==> src/rtl/ps2_pkg.sv <==
// Shared constants, frame state encoding and parity helper for the PS/2 transmitter hub.
package ps2_pkg;

  localparam int PS2_DATA_BITS = 8;

  typedef enum logic [3:0] {
    ST_IDLE   = 4'd0,
    ST_D0     = 4'd1,
    ST_D1     = 4'd2,
    ST_D2     = 4'd3,
    ST_D3     = 4'd4,
    ST_D4     = 4'd5,
    ST_D5     = 4'd6,
    ST_D6     = 4'd7,
    ST_D7     = 4'd8,
    ST_PARITY = 4'd9,
    ST_STOP   = 4'd10,
    ST_END    = 4'd11
  } tx_state_t;

  // Running odd-parity accumulator: seeded with 1, folded with every data bit sent.
  function automatic logic par_step(input logic par, input logic bit_in);
    return par ^ bit_in;
  endfunction

endpackage

==> src/rtl/ps2_tx_chan.sv <==
// One PS/2 transmit channel: byte FIFO, inhibit synchroniser and frame FSM driven by the shared tick.
module ps2_tx_chan
  import ps2_pkg::*;
#(
  parameter int FIFO_BITS = 3
) (
  input  logic                     clk_sys,
  input  logic                     reset_n,
  input  logic                     tick,
  input  logic                     clk_ps2,
  input  logic                     wr,
  input  logic [PS2_DATA_BITS-1:0] wr_data,
  input  logic                     ovf_clr,
  input  logic                     host_inhibit,
  output logic                     fifo_full,
  output logic                     overflow,
  output logic                     busy,
  output logic                     ps2_clk,
  output logic                     ps2_data
);

  localparam int DEPTH = 1 << FIFO_BITS;
  localparam logic [FIFO_BITS:0]   DEPTH_C = (FIFO_BITS + 1)'(DEPTH);
  localparam logic [FIFO_BITS:0]   CNT_ONE = (FIFO_BITS + 1)'(1);
  localparam logic [FIFO_BITS-1:0] PTR_ONE = FIFO_BITS'(1);

  logic [PS2_DATA_BITS-1:0] mem_r [DEPTH];
  logic [FIFO_BITS-1:0]     wr_ptr_r, rd_ptr_r;
  logic [FIFO_BITS:0]       cnt_r, cnt_s;
  logic                     full_r, ovf_r;
  logic [1:0]               sync_r;
  tx_state_t                state_r, state_s;
  logic [PS2_DATA_BITS-1:0] shift_r, shift_s;
  logic                     par_r, par_s, data_r, data_s;
  logic                     pop_s, acc_s, inh_s, empty_s;

  assign inh_s   = sync_r[1];
  assign empty_s = (cnt_r == '0);
  // A pop frees a slot in the same cycle, so a write to a full FIFO is still taken then.
  assign acc_s   = wr & (~full_r | pop_s);

  // Next FIFO occupancy from accepted write and pop.
  always_comb begin
    cnt_s = cnt_r;
    if (acc_s && !pop_s) begin
      cnt_s = cnt_r + CNT_ONE;
    end else if (pop_s && !acc_s) begin
      cnt_s = cnt_r - CNT_ONE;
    end else begin
      cnt_s = cnt_r;
    end
  end

  // FIFO storage.
  always_ff @(posedge clk_sys) begin
    if (acc_s) begin
      mem_r[wr_ptr_r] <= wr_data;
    end
  end

  // FIFO pointers, occupancy, full/overflow flags and inhibit synchroniser.
  always_ff @(posedge clk_sys) begin
    if (!reset_n) begin
      wr_ptr_r <= '0;
      rd_ptr_r <= '0;
      cnt_r    <= '0;
      full_r   <= 1'b0;
      ovf_r    <= 1'b0;
      sync_r   <= 2'b00;
    end else begin
      if (acc_s) wr_ptr_r <= wr_ptr_r + PTR_ONE;
      if (pop_s) rd_ptr_r <= rd_ptr_r + PTR_ONE;
      cnt_r  <= cnt_s;
      full_r <= (cnt_s == DEPTH_C);
      if (wr && !acc_s) begin
        ovf_r <= 1'b1;
      end else if (ovf_clr) begin
        ovf_r <= 1'b0;
      end
      sync_r <= {sync_r[0], host_inhibit};
    end
  end

  // Frame sequencing; an inhibit abort overrides tick and leaves the byte queued for resend.
  always_comb begin
    state_s = state_r;
    shift_s = shift_r;
    par_s   = par_r;
    data_s  = data_r;
    pop_s   = 1'b0;
    if (inh_s && (state_r != ST_IDLE)) begin
      state_s = ST_IDLE;
      data_s  = 1'b1;
    end else if (tick) begin
      case (state_r)
        ST_IDLE: begin
          if (!empty_s && !inh_s) begin
            shift_s = mem_r[rd_ptr_r];
            par_s   = 1'b1;
            data_s  = 1'b0;
            state_s = ST_D0;
          end else begin
            state_s = ST_IDLE;
          end
        end
        ST_D0, ST_D1, ST_D2, ST_D3, ST_D4, ST_D5, ST_D6, ST_D7: begin
          data_s  = shift_r[0];
          shift_s = {1'b0, shift_r[PS2_DATA_BITS-1:1]};
          par_s   = par_step(par_r, shift_r[0]);
          state_s = tx_state_t'(state_r + 4'd1);
        end
        ST_PARITY: begin
          data_s  = par_r;
          state_s = ST_STOP;
        end
        ST_STOP: begin
          data_s  = 1'b1;
          state_s = ST_END;
        end
        ST_END: begin
          pop_s   = 1'b1;
          data_s  = 1'b1;
          state_s = ST_IDLE;
        end
        default: begin
          data_s  = 1'b1;
          state_s = ST_IDLE;
        end
      endcase
    end else begin
      state_s = state_r;
    end
  end

  // Frame state and registered data line.
  always_ff @(posedge clk_sys) begin
    if (!reset_n) begin
      state_r <= ST_IDLE;
      shift_r <= '0;
      par_r   <= 1'b0;
      data_r  <= 1'b1;
    end else begin
      state_r <= state_s;
      shift_r <= shift_s;
      par_r   <= par_s;
      data_r  <= data_s;
    end
  end

  assign busy      = (state_r != ST_IDLE);
  assign ps2_clk   = clk_ps2 | ~busy;
  assign ps2_data  = data_r;
  assign fifo_full = full_r;
  assign overflow  = ovf_r;

endmodule

==> src/rtl/ps2_tx_hub.sv <==
// Multi-channel PS/2 device-side transmitter: shared clock divider feeding CHANNELS independent channels.
module ps2_tx_hub
  import ps2_pkg::*;
#(
  parameter int CHANNELS  = 2,
  parameter int FIFO_BITS = 3,
  parameter int PS2DIV    = 100
) (
  input  logic                              clk_sys,
  input  logic                              reset_n,
  input  logic [CHANNELS-1:0]               wr,
  input  logic [PS2_DATA_BITS*CHANNELS-1:0] wr_data,
  input  logic [CHANNELS-1:0]               ovf_clr,
  input  logic [CHANNELS-1:0]               host_inhibit,
  output logic [CHANNELS-1:0]               fifo_full,
  output logic [CHANNELS-1:0]               overflow,
  output logic [CHANNELS-1:0]               busy,
  output logic [CHANNELS-1:0]               ps2_clk,
  output logic [CHANNELS-1:0]               ps2_data
);

  localparam int DW = (PS2DIV < 1) ? 1 : $clog2(PS2DIV + 1);
  localparam logic [DW-1:0] DIV_MAX = DW'(PS2DIV);
  localparam logic [DW-1:0] DIV_ONE = DW'(1);

  logic [DW-1:0] div_cnt_r;
  logic          clk_ps2_r;
  logic          tick_r;

  // Shared divider; tick is high during the first cycle clk_ps2 is high.
  always_ff @(posedge clk_sys) begin
    if (!reset_n) begin
      div_cnt_r <= '0;
      clk_ps2_r <= 1'b0;
      tick_r    <= 1'b0;
    end else if (div_cnt_r == DIV_MAX) begin
      div_cnt_r <= '0;
      clk_ps2_r <= ~clk_ps2_r;
      tick_r    <= ~clk_ps2_r;
    end else begin
      div_cnt_r <= div_cnt_r + DIV_ONE;
      tick_r    <= 1'b0;
    end
  end

  for (genvar g = 0; g < CHANNELS; g++) begin : g_chan
    ps2_tx_chan #(
      .FIFO_BITS(FIFO_BITS)
    ) u_chan (
      .clk_sys      (clk_sys),
      .reset_n      (reset_n),
      .tick         (tick_r),
      .clk_ps2      (clk_ps2_r),
      .wr           (wr[g]),
      .wr_data      (wr_data[PS2_DATA_BITS*g +: PS2_DATA_BITS]),
      .ovf_clr      (ovf_clr[g]),
      .host_inhibit (host_inhibit[g]),
      .fifo_full    (fifo_full[g]),
      .overflow     (overflow[g]),
      .busy         (busy[g]),
      .ps2_clk      (ps2_clk[g]),
      .ps2_data     (ps2_data[g])
    );
  end

endmodule

==> config.mk <==
export PLATFORM = sky130hd
export DESIGN_NAME = ps2_tx_hub
export DESIGN_NICKNAME = d
export VERILOG_FILES = /design/src/rtl/ps2_pkg.sv /design/src/rtl/ps2_tx_chan.sv /design/src/rtl/ps2_tx_hub.sv
export SDC_FILE = /design/constraint.sdc
export NUM_CORES = 1
export LEC_CHECK = 0
export ABC_CLOCK_PERIOD_IN_PS = 2500
export CORE_AREA = 5 5 154 171
export CTS_CLUSTER_SIZE = 28
export DETAILED_ROUTE_END_ITERATION = 8
export DIE_AREA = 0 0 159 176
export DONT_BUFFER_PORTS = 1
export GPL_ROUTABILITY_DRIVEN = 0
export PLACE_DENSITY = 0.61
export SLEW_MARGIN = 10
export SYNTH_ARGS = -nofsm -noshare
export SYNTH_HDL_FRONTEND = slang
export SYNTH_HIERARCHICAL = 1
export SYNTH_SLANG_ARGS = --single-unit
==> constraint.sdc <==
create_clock -name clk_sys -period 2.5 [get_ports clk_sys]
set_clock_uncertainty 0.2 [all_clocks]
set_input_delay 0.5 -clock clk_sys [delete_from_list [all_inputs] [get_ports clk_sys]]
set_output_delay 0.5 -clock clk_sys [all_outputs]
set_load 0.005 [all_outputs]
==> results.cfg <==
[run_status]
status = completed

[setup_path]
crit_family = simple AND/OR/NAND/NOR gates
crit_required_ns = 1.80
path_max_fanout = 6
critPathLaunch = g_chan[1].u_chan/state_r[1]
cpPeakStageDelay_ns = 0.37
endpoint_kind = output port
rrSetupSlack_ns = 0.16
crit_buf_inv = 1
reg2reg_from = g_chan[0].u_chan/state_r[0]
cp-start-kind = flop
rr_worst_depth = 7
setup.worst_path.class = reg2out
crit_slowest_cell = nor3b_4
critPathArrivalTime_ns = 1.68
r2r_end = g_chan[0].u_chan/par_r
critical_path.cell_chain = inv_1, ha_1, nor3b_4, or2_2

[timing]
max_freq_ghz = 0.421
min_period_ns = 2.38
post-route-period-util_pct = 95.0
setup_tns_ns = 0
whs_ns = 0.0297
setup_viol = 0
worst_slew_pin_slew_ns = 0.841
hold_viol = 0
rsz0062_at_grt = false
maxSlewHeadroom_pct = 43.7
slew_violations = 0

[global_routing]
grt_pass1_vias = 5197
grt_pass1_wl_mm = 26.5
grt_start_max_net_pins = 26
grt_overflow_total = 0
grt_util_all_layers_pct = 11.8
antenna_found_initial = 0

[route]
drt-vias-per-instance = 5.07
drc = 0
wl_per_cell_um = 16.5
drt-total-wl_mm = 16.2
drt_iter0_drc = 205
postRouteAntennaNets = 0
dr_total_vias = 4974
firstDrtPassIters = 4

[logic_synthesis]
yosys.area.top_type_share_pct = 45.7
synth_area_leaders = edfxtp_1 (46%), dfxtp_1 (17%), mux4_2 (8.6%)
synth-seq-cells = 199
yosys.area.top_type = edfxtp_1
synth_edf_count = 128
synth_ff_type = edfxtp_1
synthMostInstantiatedCell = edfxtp_1
async_flop_share_pct = 0
netlist_area_um2 = 8400
netlist_top_cells_count = edfxtp_1 (128), dfxtp_1 (71), nand2_1 (44)
ys_types = 70
syn_avg_cell_area_um2 = 13.6
synth_nets = 658
yosys_warnings = 6
seq_area_frac_synth_pct = 62.6
synthCells = 616

[cts]
cts_tree = done
clock_path_buffers = 2
clk_latency_ns = 0.42
cts_buffers = 17
clkSinkCount = 199
h-tree-depth = 4
cts_root_buf = clkbuf_16
clkTransAtPathRegs_ns = 0.07

[min_path]
hold-path-endpoint = g_chan[1].u_chan/shift_r[3]
whs_path_depth = 2
min_path_type = in2reg
hp-start = reset_n

[floorplan]
die_y_um = 176
start_util_pct = 34.7
core_area_um2 = 24200
die_x_um = 159
pin_count = 34
rows = 60
die_area_um2 = 28000

[power]
p_comb_share_pct = 4.6
ir_drop_mv = 0.349
net-switching-power_mw = 1.48
swShare_pct = 22.0
leakage_nw = 3.35
powerDensity_nw_per_um2 = 688
p_clk_share_pct = 41.6
intPower_mw = 5.23
seq_power_share_pct = 53.7

[placed_design]
portBuffers = 0
hpwl_mm = 10.6

[layout]
num_antenna_cells = 0
nFillCells = 2192
drive_gt1_share_pct = 17.4
syn_to_final_growth_pct = 15.9
fin_nets = 700

[run]
maxCapViolations = 0
-- placed cells by master, fill, tap and decap left out, types with 14 or more instances in the layout --
cell / instances
edfxtp_1: 128
dfxtp_1: 70
nand2_1: 44
nor2_1: 33
mux4_2: 32
buf_4: 32
a21oi_1: 28
o21ai_0: 25
dlygate4sd3_1: 22
o21ai_1: 18
and2_1: 18
mux2i_1: 18
inv_1: 17
ha_1: 17
clkbuf_16: 17
nand2b_1: 14
-- power groups by stage --
stage	clock network, mW	logic, mW	registers, mW
floorplan	0	0.201	3.66
global placement	0	0.241	3.67
detailed placement	0	0.250	3.68
CTS	2.87	0.312	3.60
global route	3.02	0.347	3.61
finish	2.79	0.311	3.60
-- state kept, by name, summed over array words and instances (netlist names), named ones only --
name                     flops
g_chan.u_chan/mem_r        128
g_chan.u_chan/shift_r       16
g_chan.u_chan/cnt_r          8
g_chan.u_chan/state_r        8
div_cnt_r                    7
g_chan.u_chan/rd_ptr_r       6
g_chan.u_chan/wr_ptr_r       6
g_chan.u_chan/sync_r         4
g_chan.u_chan/fifo_full      2
g_chan.u_chan/overflow       2
g_chan.u_chan/par_r          2
g_chan.u_chan/ps2_data       2
clk_ps2_r                    1
tick_r                       1
-- what timing repair did --
action	4_1_cts	5_1_grt
endpoints found under the hold margin	150	1
hold buffers	21	1
gates resized for setup	1	3
setup buffers	0	0
pin swaps	0	0
endpoints found under the setup margin	1	58
-- metrics by stage --
stage,setup slack (ns),area [um^2],power (mW),util (%),instances
after floorplan,0.0729,8420,3.86,-,616
after global placement,0.200,8900,3.91,36.7,927
after detailed placement,0.128,8900,3.93,36.7,927
after CTS,0.0568,9720,6.78,40.1,980
after global routing,0.00804,9740,6.98,40.2,981
final,0.124,9740,6.70,40.2,981
-- metal layers --
metal / global-route usage [%] / wire length (um) / vias up
met2: 21.2 / 8560 / 88
met4: 3.27 / 96 / 0
met1: 14.0 / 6810 / 2471
met5: 0 / 0 / -
li1: - / - / 2407
met3: 3.11 / 705 / 8
-- kinds of logic (layout without fill, tap and decap cells) --
logic type | after synthesis | in the layout | synth area share [%]
simple gates | 163 | 163 | 10.6
compound gates | 119 | 119 | 8.96
xor+xnor | 14 | 14 | 1.46
buf+inv | 51 | 106 | 2.68
mux | 52 | 52 | 11.0
flops | 199 | 199 | 62.6
fa+ha+maj | 18 | 18 | 2.68
-- area by class of cell --
| cell class | instances | area (um^2) | area share, % |
|---|---|---|---|
| multi-input cells | 366 | 2940 | 30.2 |
| flip-flops and latches | 199 | 5270 | 54.1 |
| inverters | 20 | 75.1 | 0.771 |
| clock inverters | 15 | 181 | 1.86 |
| repair buffers | 54 | 460 | 4.73 |
| well taps | 310 | 388 | 3.98 |
| clock buffers | 17 | 425 | 4.37 |
-- worst max-delay path by stage --
stage	cells after the start	endpoint
after detailed placement	7	g_chan[0].u_chan/mem_r[1][5]
after global placement	7	g_chan[0].u_chan/mem_r[1][5]
final	4	ps2_clk[1]
after global routing	7	g_chan[0].u_chan/mem_r[4][1]
after floorplan	5	g_chan[0].u_chan/mem_r[1][0]
after CTS	4	ps2_clk[1]
No activity file was read; power rests on OpenSTA's default activity.
